### src/rtl/channel_cfg_sequencer_pkg.sv
// Shared types and constants for the channel configuration sequencer:
// FSM encoding, channel command codes, error codes and clock-value width.
package channel_cfg_sequencer_pkg;

    localparam int unsigned CLK_W = 25;

    typedef enum logic [2:0] {
        ST_IDLE      = 3'd0,
        ST_CHECK     = 3'd1,
        ST_RST_HOLD  = 3'd2,
        ST_RUN       = 3'd3,
        ST_LOCK_WAIT = 3'd4,
        ST_DONE      = 3'd5,
        ST_ERR       = 3'd6
    } state_t;

    localparam logic [2:0] CMD_IDLE  = 3'd0;
    localparam logic [2:0] CMD_RESET = 3'd1;
    localparam logic [2:0] CMD_RUN   = 3'd2;

    localparam logic [1:0] ERR_NONE    = 2'd0;
    localparam logic [1:0] ERR_WIDTH   = 2'd1;
    localparam logic [1:0] ERR_ORDER   = 2'd2;
    localparam logic [1:0] ERR_TIMEOUT = 2'd3;

    // Datawidth codes 1..4 are the only ones the channel understands.
    function automatic logic width_legal(input logic [2:0] width);
        return (width != 3'd0) && (width <= 3'd4);
    endfunction

endpackage

### src/rtl/channel_cfg_sequencer_edge_sync.sv
// Two-flop synchronizer for the asynchronous channel clock plus a rising-edge
// detector; rise is high for one system-clock cycle per synchronized edge.
module edge_sync (
    input  logic clock,
    input  logic rst_n,
    input  logic async_in,
    output logic rise
);

    logic sync1_r;
    logic sync2_r;
    logic prev_r;

    // Synchronizer chain and history flop for edge detection.
    always_ff @(posedge clock or negedge rst_n) begin
        if (!rst_n) begin
            sync1_r <= 1'b0;
            sync2_r <= 1'b0;
            prev_r  <= 1'b0;
        end else begin
            sync1_r <= async_in;
            sync2_r <= sync1_r;
            prev_r  <= sync2_r;
        end
    end

    assign rise = sync2_r & ~prev_r;

endmodule

### src/rtl/channel_cfg_sequencer.sv
// Sequences a channel through reset, run and clock-lock on each accepted
// configuration request, reporting completion or the reason for failure.
module channel_cfg_sequencer
    import channel_cfg_sequencer_pkg::*;
#(
    parameter int unsigned SETTLE_CYC  = 16,
    parameter int unsigned LOCK_EDGES  = 4,
    parameter int unsigned TIMEOUT_CYC = 1024
) (
    input  logic             clock,
    input  logic             rst_n,
    input  logic             req_valid,
    output logic             req_ready,
    input  logic [2:0]       req_width,
    input  logic [CLK_W-1:0] req_wanted,
    input  logic [CLK_W-1:0] req_earlier,
    output logic [2:0]       ctrl_sig,
    output logic [2:0]       val,
    output logic [CLK_W-1:0] wanted_cl_val,
    output logic [CLK_W-1:0] earlier_cl_val,
    input  logic             ref_clock,
    output logic             busy,
    output logic             done,
    output logic             err,
    output logic [1:0]       err_code
);

    localparam logic [15:0] SETTLE_LAST = 16'(SETTLE_CYC - 1);
    localparam logic [15:0] TMO_LAST    = 16'(TIMEOUT_CYC - 1);
    localparam logic [3:0]  EDGE_LAST   = 4'(LOCK_EDGES - 1);

    state_t             state_r;
    state_t             next_state_s;
    logic [1:0]         chk_code_s;
    logic               rise_s;
    logic [15:0]        cyc_cnt_r;
    logic [3:0]         edge_cnt_r;
    logic [2:0]         cap_width_r;
    logic [CLK_W-1:0]   cap_wanted_r;
    logic [CLK_W-1:0]   cap_earlier_r;
    logic               req_ready_r;
    logic [2:0]         ctrl_sig_r;
    logic [2:0]         val_r;
    logic [CLK_W-1:0]   wanted_cl_val_r;
    logic [CLK_W-1:0]   earlier_cl_val_r;
    logic               busy_r;
    logic               done_r;
    logic               err_r;
    logic [1:0]         err_code_r;

    edge_sync u_edge_sync (
        .clock    (clock),
        .rst_n    (rst_n),
        .async_in (ref_clock),
        .rise     (rise_s)
    );

    // Next-state decode; lock success is checked before timeout so it wins a tie.
    always_comb begin
        next_state_s = state_r;
        chk_code_s   = ERR_NONE;
        case (state_r)
            ST_IDLE: begin
                if (req_valid) next_state_s = ST_CHECK;
                else           next_state_s = ST_IDLE;
            end
            ST_CHECK: begin
                if (!width_legal(cap_width_r)) begin
                    next_state_s = ST_ERR;
                    chk_code_s   = ERR_WIDTH;
                end else if (cap_wanted_r > cap_earlier_r) begin
                    next_state_s = ST_ERR;
                    chk_code_s   = ERR_ORDER;
                end else begin
                    next_state_s = ST_RST_HOLD;
                end
            end
            ST_RST_HOLD: begin
                if (cyc_cnt_r == SETTLE_LAST) next_state_s = ST_RUN;
                else                          next_state_s = ST_RST_HOLD;
            end
            ST_RUN: begin
                if (cap_wanted_r == cap_earlier_r) next_state_s = ST_DONE;
                else                               next_state_s = ST_LOCK_WAIT;
            end
            ST_LOCK_WAIT: begin
                if (rise_s && (edge_cnt_r == EDGE_LAST)) next_state_s = ST_DONE;
                else if (cyc_cnt_r == TMO_LAST)          next_state_s = ST_ERR;
                else                                     next_state_s = ST_LOCK_WAIT;
            end
            ST_DONE:  next_state_s = ST_IDLE;
            ST_ERR:   next_state_s = ST_IDLE;
            default:  next_state_s = ST_IDLE;
        endcase
    end

    // State register and per-state cycle/edge counters, cleared on every state change.
    always_ff @(posedge clock or negedge rst_n) begin
        if (!rst_n) begin
            state_r    <= ST_IDLE;
            cyc_cnt_r  <= 16'd0;
            edge_cnt_r <= 4'd0;
        end else begin
            state_r <= next_state_s;
            if (next_state_s != state_r) begin
                cyc_cnt_r  <= 16'd0;
                edge_cnt_r <= 4'd0;
            end else begin
                cyc_cnt_r <= cyc_cnt_r + 16'd1;
                if (rise_s) edge_cnt_r <= edge_cnt_r + 4'd1;
            end
        end
    end

    // Request capture on handshake; data arriving while busy is never sampled.
    always_ff @(posedge clock or negedge rst_n) begin
        if (!rst_n) begin
            cap_width_r   <= 3'd0;
            cap_wanted_r  <= '0;
            cap_earlier_r <= '0;
        end else if (state_r == ST_IDLE && req_valid) begin
            cap_width_r   <= req_width;
            cap_wanted_r  <= req_wanted;
            cap_earlier_r <= req_earlier;
        end
    end

    // Registered outputs, computed from the upcoming state so they align with it.
    always_ff @(posedge clock or negedge rst_n) begin
        if (!rst_n) begin
            req_ready_r      <= 1'b1;
            busy_r           <= 1'b0;
            done_r           <= 1'b0;
            err_r            <= 1'b0;
            err_code_r       <= ERR_NONE;
            ctrl_sig_r       <= CMD_IDLE;
            val_r            <= 3'd0;
            wanted_cl_val_r  <= '0;
            earlier_cl_val_r <= '0;
        end else begin
            req_ready_r <= (next_state_s == ST_IDLE);
            busy_r      <= (next_state_s != ST_IDLE);
            done_r      <= (next_state_s == ST_DONE);
            err_r       <= (next_state_s == ST_ERR);

            if (state_r == ST_IDLE && req_valid) begin
                err_code_r <= ERR_NONE;
            end else if (state_r == ST_CHECK && next_state_s == ST_ERR) begin
                err_code_r <= chk_code_s;
            end else if (state_r == ST_LOCK_WAIT && next_state_s == ST_ERR) begin
                err_code_r <= ERR_TIMEOUT;
            end

            // A lock timeout parks the channel in reset until a later success.
            if (state_r == ST_CHECK && next_state_s == ST_RST_HOLD) begin
                ctrl_sig_r       <= CMD_RESET;
                val_r            <= cap_width_r;
                wanted_cl_val_r  <= cap_wanted_r;
                earlier_cl_val_r <= cap_earlier_r;
            end else if (state_r == ST_RST_HOLD && next_state_s == ST_RUN) begin
                ctrl_sig_r <= CMD_RUN;
            end else if (state_r == ST_LOCK_WAIT && next_state_s == ST_ERR) begin
                ctrl_sig_r <= CMD_RESET;
            end
        end
    end

    assign req_ready      = req_ready_r;
    assign busy           = busy_r;
    assign done           = done_r;
    assign err            = err_r;
    assign err_code       = err_code_r;
    assign ctrl_sig       = ctrl_sig_r;
    assign val            = val_r;
    assign wanted_cl_val  = wanted_cl_val_r;
    assign earlier_cl_val = earlier_cl_val_r;

endmodule

### config.mk
export PLATFORM = sky130hd
export DESIGN_NAME = channel_cfg_sequencer
export DESIGN_NICKNAME = d
export VERILOG_FILES = /design/src/rtl/channel_cfg_sequencer_pkg.sv /design/src/rtl/channel_cfg_sequencer_edge_sync.sv /design/src/rtl/channel_cfg_sequencer.sv
export SDC_FILE = /design/constraint.sdc
export NUM_CORES = 1
export LEC_CHECK = 0
export ABC_AREA = 1
export CAP_MARGIN = 5
export CORE_ASPECT_RATIO = 1.5
export CORE_MARGIN = 1.5
export CORE_UTILIZATION = 49
export CTS_CLUSTER_SIZE = 16
export DETAILED_ROUTE_END_ITERATION = 6
export PLACE_DENSITY_LB_ADDON = 0.05
export SETUP_SLACK_MARGIN = 0.02
export SLEW_MARGIN = 20
export SYNTH_ARGS = -nofsm -noshare
export SYNTH_HDL_FRONTEND = slang
export SYNTH_HIERARCHICAL = 1
export SYNTH_SLANG_ARGS = --single-unit
export TNS_END_PERCENT = 30
### constraint.sdc
create_clock -name clock -period 2.65 [get_ports clock]
set_clock_uncertainty 0.2 [all_clocks]
set_input_delay 0.6625 -clock clock [delete_from_list [all_inputs] [get_ports clock]]
set_output_delay 0.6625 -clock clock [all_outputs]
set_load 0.03 [all_outputs]
# ---- Word level (Yosys, flattened, before mapping)
# Index checks and enable logic that the tools add are counted.
dict set report totals {
  regBits 141
  in_bits 57
}
dict set report classes {
  n_addsub 2
  n_lt_le_gt_ge 2
  n_eq_ne 13
  n_mux 20
  bitwise 2
  reduce_logical 14
}
# cell n
set op_table {}
lappend op_table {{$eq A25 B25 Y1} 1}
lappend op_table {{$gt A25 B25 Y1} 1}
lappend op_table {{$add A16 B1 Y16 const B} 1}
lappend op_table {{$eq A16 B10 Y1 const B} 1}
lappend op_table {{$eq A16 B4 Y1 const B} 1}
lappend op_table {{$mux W16} 1}
lappend op_table {{$mux W2} 8}
lappend op_table {{$mux W3} 5}
lappend op_table {{$pmux W3 S5} 1}
lappend op_table {{$eq A3 B2 Y1 const B} 4}
lappend op_table {{$reduce_bool A3 Y1} 4}
lappend op_table {{$eq A3 B3 Y1 const B} 3}
lappend op_table {{$mux W4} 2}
lappend op_table {{$logic_and A1 B1 Y1} 7}
lappend op_table {{$logic_not A3 Y1} 2}
lappend op_table {{$add A4 B1 Y4 const B} 1}
lappend op_table {{$eq A4 B2 Y1 const B} 1}
lappend op_table {{$eq A3 B1 Y1 const B} 1}
lappend op_table {{$le A3 B3 Y1 const B} 1}
lappend op_table {{$mux W1} 3}
lappend op_table {{$ne A3 B3 Y1} 1}
lappend op_table {{$reduce_bool A2 Y1} 1}
lappend op_table {{$and A1 B1 Y1} 1}
lappend op_table {{$not A1 Y1} 1}

# ---- Depth between registers and ports, before layout
dict set report logic_depth {
  ltp_word 10
  ltp_mapped 16
  mapped_depth_nobuf 16
}

# ---- Modules after synthesis
# The synthesis kept the hierarchy.
# mod n_inst cells_per_inst area_each_um2 seq_area_each_um2
set by_module_without_submodules {}
lappend by_module_without_submodules {channel_cfg_sequencer 1 677 6219.7 3429.5}
lappend by_module_without_submodules {edge_sync 1 5 85.1 75.1}

# ---- Worst setup path before layout
# Ideal clock, no wire load.
dict set report synth_timing {
  kind {flip-flop to flip-flop}
  startpoint {register cap_wanted_r[24]}
  endpoint {register cyc_cnt_r[9]}
  setup_time_ns 0.068
  arrival_ns 1.789
  required_ns 2.382
  path_slack_ns 0.593
  path_stages_with_launch 14
  n_path_buf 1
  cell_sequence {dfrtp_1 > ha_1 > nand2_1 > nor2_2 > nand2_1 > inv_2 > nand2_2 > inv_2 > nand4_4 > or2_4 > o21ai_4 > nand2_4 > buf_12 > nor2_4}
}
dict set report synth_between {
  elab_chain_cells 6
  word_cells_on_any_way 8
  classes_between {order compare (1); eq/ne (2); mux (5)}
}
# item line
set synth_rtl {}
lappend synth_rtl {{start: declaration} channel_cfg_sequencer.sv:39} ;# logic [CLK_W-1:0] cap_wanted_r;
lappend synth_rtl {{start signal: assignment} channel_cfg_sequencer.sv:123} ;# cap_wanted_r <= req_wanted;
lappend synth_rtl {{$gt A25 B25 Y1} channel_cfg_sequencer.sv:71} ;# end else if (cap_wanted_r > cap_earlier_r) begin
lappend synth_rtl {{$mux W3} channel_cfg_sequencer.sv:71}
lappend synth_rtl {{$mux W3} channel_cfg_sequencer.sv:68} ;# if (!width_legal(cap_width_r)) begin
lappend synth_rtl {{$pmux W3 S5 *} channel_cfg_sequencer.sv:62} ;# case (state_r)
lappend synth_rtl {{$ne A3 B3 Y1 *} channel_cfg_sequencer.sv:105} ;# if (next_state_s != state_r) begin
lappend synth_rtl {{$mux W16 *} channel_cfg_sequencer.sv:105}
lappend synth_rtl {{end signal: assignment} channel_cfg_sequencer.sv:109} ;# cyc_cnt_r <= cyc_cnt_r + 16'd1;
lappend synth_rtl {{end: declaration} channel_cfg_sequencer.sv:36} ;# logic [15:0] cyc_cnt_r;
# Every way passes the cells marked *; elsewhere a longest branch is shown, timed or not.
# A chain may end at the register's enable or synchronous reset.

# ---- Final worst setup path
dict set report layout_timing {
  startpoint {register req_ready_r (netlist: req_ready)}
  endpoint {output req_ready}
}
# item line
set layout_lines {}
lappend layout_lines {{start: declaration} channel_cfg_sequencer.sv:41} ;# logic req_ready_r;
lappend layout_lines {{start signal: assignment} channel_cfg_sequencer.sv:141} ;# req_ready_r <= (next_state_s == ST_IDLE);
lappend layout_lines {{end: declaration} channel_cfg_sequencer.sv:13} ;# output logic req_ready,
# No word-level cell between the ends.

==> results.sh <==
export IMPL_critPathTopFamily="buffers and inverters"
export IMPL_io_buffers=117
export IMPL_peakVddDrop_v=0.0007052
export IMPL_clockPowerShare_pct=24.1
export IMPL_drt_pass1_iter_count=5
export IMPL_switching_share_pct=39.42
export IMPL_post_place_ws_ns=0.1528
export IMPL_hold_class="primary input to asynchronous set/reset pin"
export IMPL_antenna_found_initial=0
export IMPL_cts_hold_buf=0
export IMPL_postSynth_asyncResetShare_pct=100.0
export IMPL_synthTopCellsByCount="164 x nand2_1, 139 x dfrtp_1, 86 x o21ai_0"
export IMPL_numCtsBuffers=17
export IMPL_final_area_um2=8193
export IMPL_worst_path_buf_inv=1
export IMPL_dieHeight_um=141.9
export IMPL_diodes=0
export IMPL_cts_tree="yes"
export IMPL_p_per_area_nw_per_um2=1218
export IMPL_p_int_mw=6.046
export IMPL_yosysTopAreaCellShare_pct=55.17
export IMPL_track_usage_pct=21.89
export IMPL_grt_first_pass_wirelength_um=22850
export IMPL_worstPathCellList="clkdlybuf4s50_1"
export IMPL_hold_viol=0
export IMPL_gp_congestion=0.7945
export IMPL_core_area_um2=12510
export IMPL_worstPathMaxFanout=1
export IMPL_power_leakage_nw=3.814
export IMPL_drt_iter0_drc=225
export IMPL_clkTransAtPathRegs_ns=0.06
export IMPL_grt_ovfl_total=0
export IMPL_regArea_um2=3505
export IMPL_start_util_pct=50.39
export IMPL_ctsResizeCount=0
export IMPL_fin_ws_ns=0.2060
export IMPL_yosys_top_cells_area="dfrtp_1 55%, nand2_1 9.8%, o21ai_0 6.8%"
export IMPL_ys_warnings_count=6
export IMPL_fin_crit_ns=2.444
export IMPL_setup_viol=0
export IMPL_ys_flop_type="dfrtp_1"
export IMPL_synth_cell_types=41
export IMPL_cts_setup_buffers=0
export IMPL_multiInputGateArea_um2=2333
export IMPL_num_vias=4850
export IMPL_synth_cells=682
export IMPL_timing_fmax_ghz=0.4092
export IMPL_yosys_cell_count_top_type="nand2_1"
export IMPL_fp_dieW_um=95.62
export IMPL_ys_ff_latch=140
export IMPL_drt_wirelength_per_cell_um=14.35
export IMPL_num_rows=50
export IMPL_grt_max_degree=141
export IMPL_setup_tns_ns=0
export IMPL_crit_start="req_ready$_DFF_PN1_"
export IMPL_area_delta_synth_final_pct=29.95
export IMPL_nets=879
export IMPL_clock_path_buffers=2
export IMPL_cp_slowest_cell="clkdlybuf4s50_1"
export IMPL_syn_avg_cell_area_um2=9.245
export IMPL_grt_setup_unrepaired="no"
export IMPL_p_sw_mw=3.934
export IMPL_drt_total_wl_um=13830
export IMPL_pwr_share_seq_pct=33.8
export IMPL_worst_pin_slew_ns=0.7454
export IMPL_finalCritPeriodShare_pct=92.22
export IMPL_syn_nets=766
export IMPL_dieArea_um2=13570
export IMPL_maxSlewHeadroom_pct=50.31
export IMPL_ant_nets=0
export IMPL_cap_violations=0
export IMPL_final_core_utilization_pct=65.48
export IMPL_ios=119
export IMPL_path_class="flip-flop to output port"
export IMPL_nFillCells=1035
export IMPL_crit_arrival_ns=1.58
export IMPL_yosys_area_top_type="dfrtp_1"
export IMPL_stdcell_count=964
export IMPL_dpl_hpwl_um=9643
export IMPL_dpl_cell_count=932
export IMPL_slew_violations=0
export IMPL_synth_seq_area_share_pct=55.59
export IMPL_combPwrFrac_pct=42.1
export IMPL_synth_edf_count=0
export IMPL_worst_r2r_setup_slack_ns=0.22
export IMPL_drive_gt1_share_pct=7.921
export IMPL_postPlaceCellArea_um2=7589
export IMPL_cts_htree_levels=4
export IMPL_r2r_start="cap_wanted_r[4]$_DFFE_PN0P_"
export IMPL_critPathCaptureType="output port"
export IMPL_critPathRequiredTime_ns=1.79
export IMPL_whs_ns=0.1125
export IMPL_max_stage_delay_ns=0.65
export IMPL_netlist_area_um2=6305
export IMPL_drc=0
export IMPL_clkSinkCount=140
export IMPL_power_mw=9.981
export IMPL_clkLatencyLatePin_ns=0.41
export IMPL_startpoint_type="flip-flop"
export IMPL_status="completed"
export IMPL_clockRootBuffer="clkbuf_16"
export IMPL_routed_via_density=5.031
export IMPL_first_global_vias=4875
==> registers in the layout (all words and copies together) (netlist names), 2 cells and up <==
register and flops:
cap_wanted_r 25, ctrl_sig 2, err_code 2, cap_earlier_r 25
val 3, cyc_cnt_r 16, state_r 3, cap_width_r 3
earlier_cl_val 25, edge_cnt_r 4, wanted_cl_val 25
==> path summary, 6_finish.rpt <==
kind	to	cells after the start
max	req_ready	1
min	earlier_cl_val[15]$_DFFE_PN0P_	2
max reg2reg	wanted_cl_val[12]$_DFFE_PN0P_	11
min reg2reg	u_edge_sync/sync2_r$_DFF_PN0_	0
max in group asynchronous	cap_wanted_r[17]$_DFFE_PN0P_	2
min in group clock	u_edge_sync/sync2_r$_DFF_PN0_	0
==> kinds of logic (layout without fill, tap and decap cells) <==
group | after synthesis | after routing | synth area share (%)
DFF | 140 | 140 | 55.59
adders and majority gates | 27 | 27 | 5.358
and+or+nand+nor | 262 | 262 | 18.97
buffers and inverters | 111 | 237 | 7.521
xor gates and xnor gates | 14 | 14 | 1.945
muxes | 1 | 1 | 0.1588
AOI/OAI and AO/OA | 126 | 126 | 10.40
other | 1 | 1 | 0.05948
==> power groups by stage <==
stage	logic, mW	clock network [mW]	registers [mW]
final	4.20	2.41	3.37
after floorplan	2.14	0	4.02
after CTS	4.26	2.45	3.38
after global routing	4.73	2.54	3.47
after detailed placement	4.22	0	3.41
after global placement	4.12	0	3.38
==> cell usage in the layout, fill, tap and decap left out, types with 10 or more instances in the layout <==
cell             count
o21ai_0             86
nand3_1             24
nor2_4              10
ha_1                27
nand2_1            164
clkdlybuf4s50_1    116
xor2_1              11
clkbuf_16           17
dfrtp_1            139
a21oi_1             11
o21ai_1             23
nor2_1              38
inv_1               79
==> layer usage <==
layer	global-route usage [%]	vias up	wire [um]	part of all wire [%]
li1	-	2396	-	-
met1	27.03	2314	5737	41
met2	36.36	116	7198	52
met3	5.198	24	531	3.8
met4	8.824	0	361	2.6
met5	0	-	0	0
==> cell type report <==
cell class | instances | area share (%)
flip-flops and latches | 140 | 42.78
well taps | 156 | 2.382
inverters | 84 | 3.848
clock inverters | 10 | 1.710
multi-input cells | 431 | 28.48
repair buffers | 121 | 15.13
clock buffers | 22 | 5.666
(Power assumes the default switching activity.)
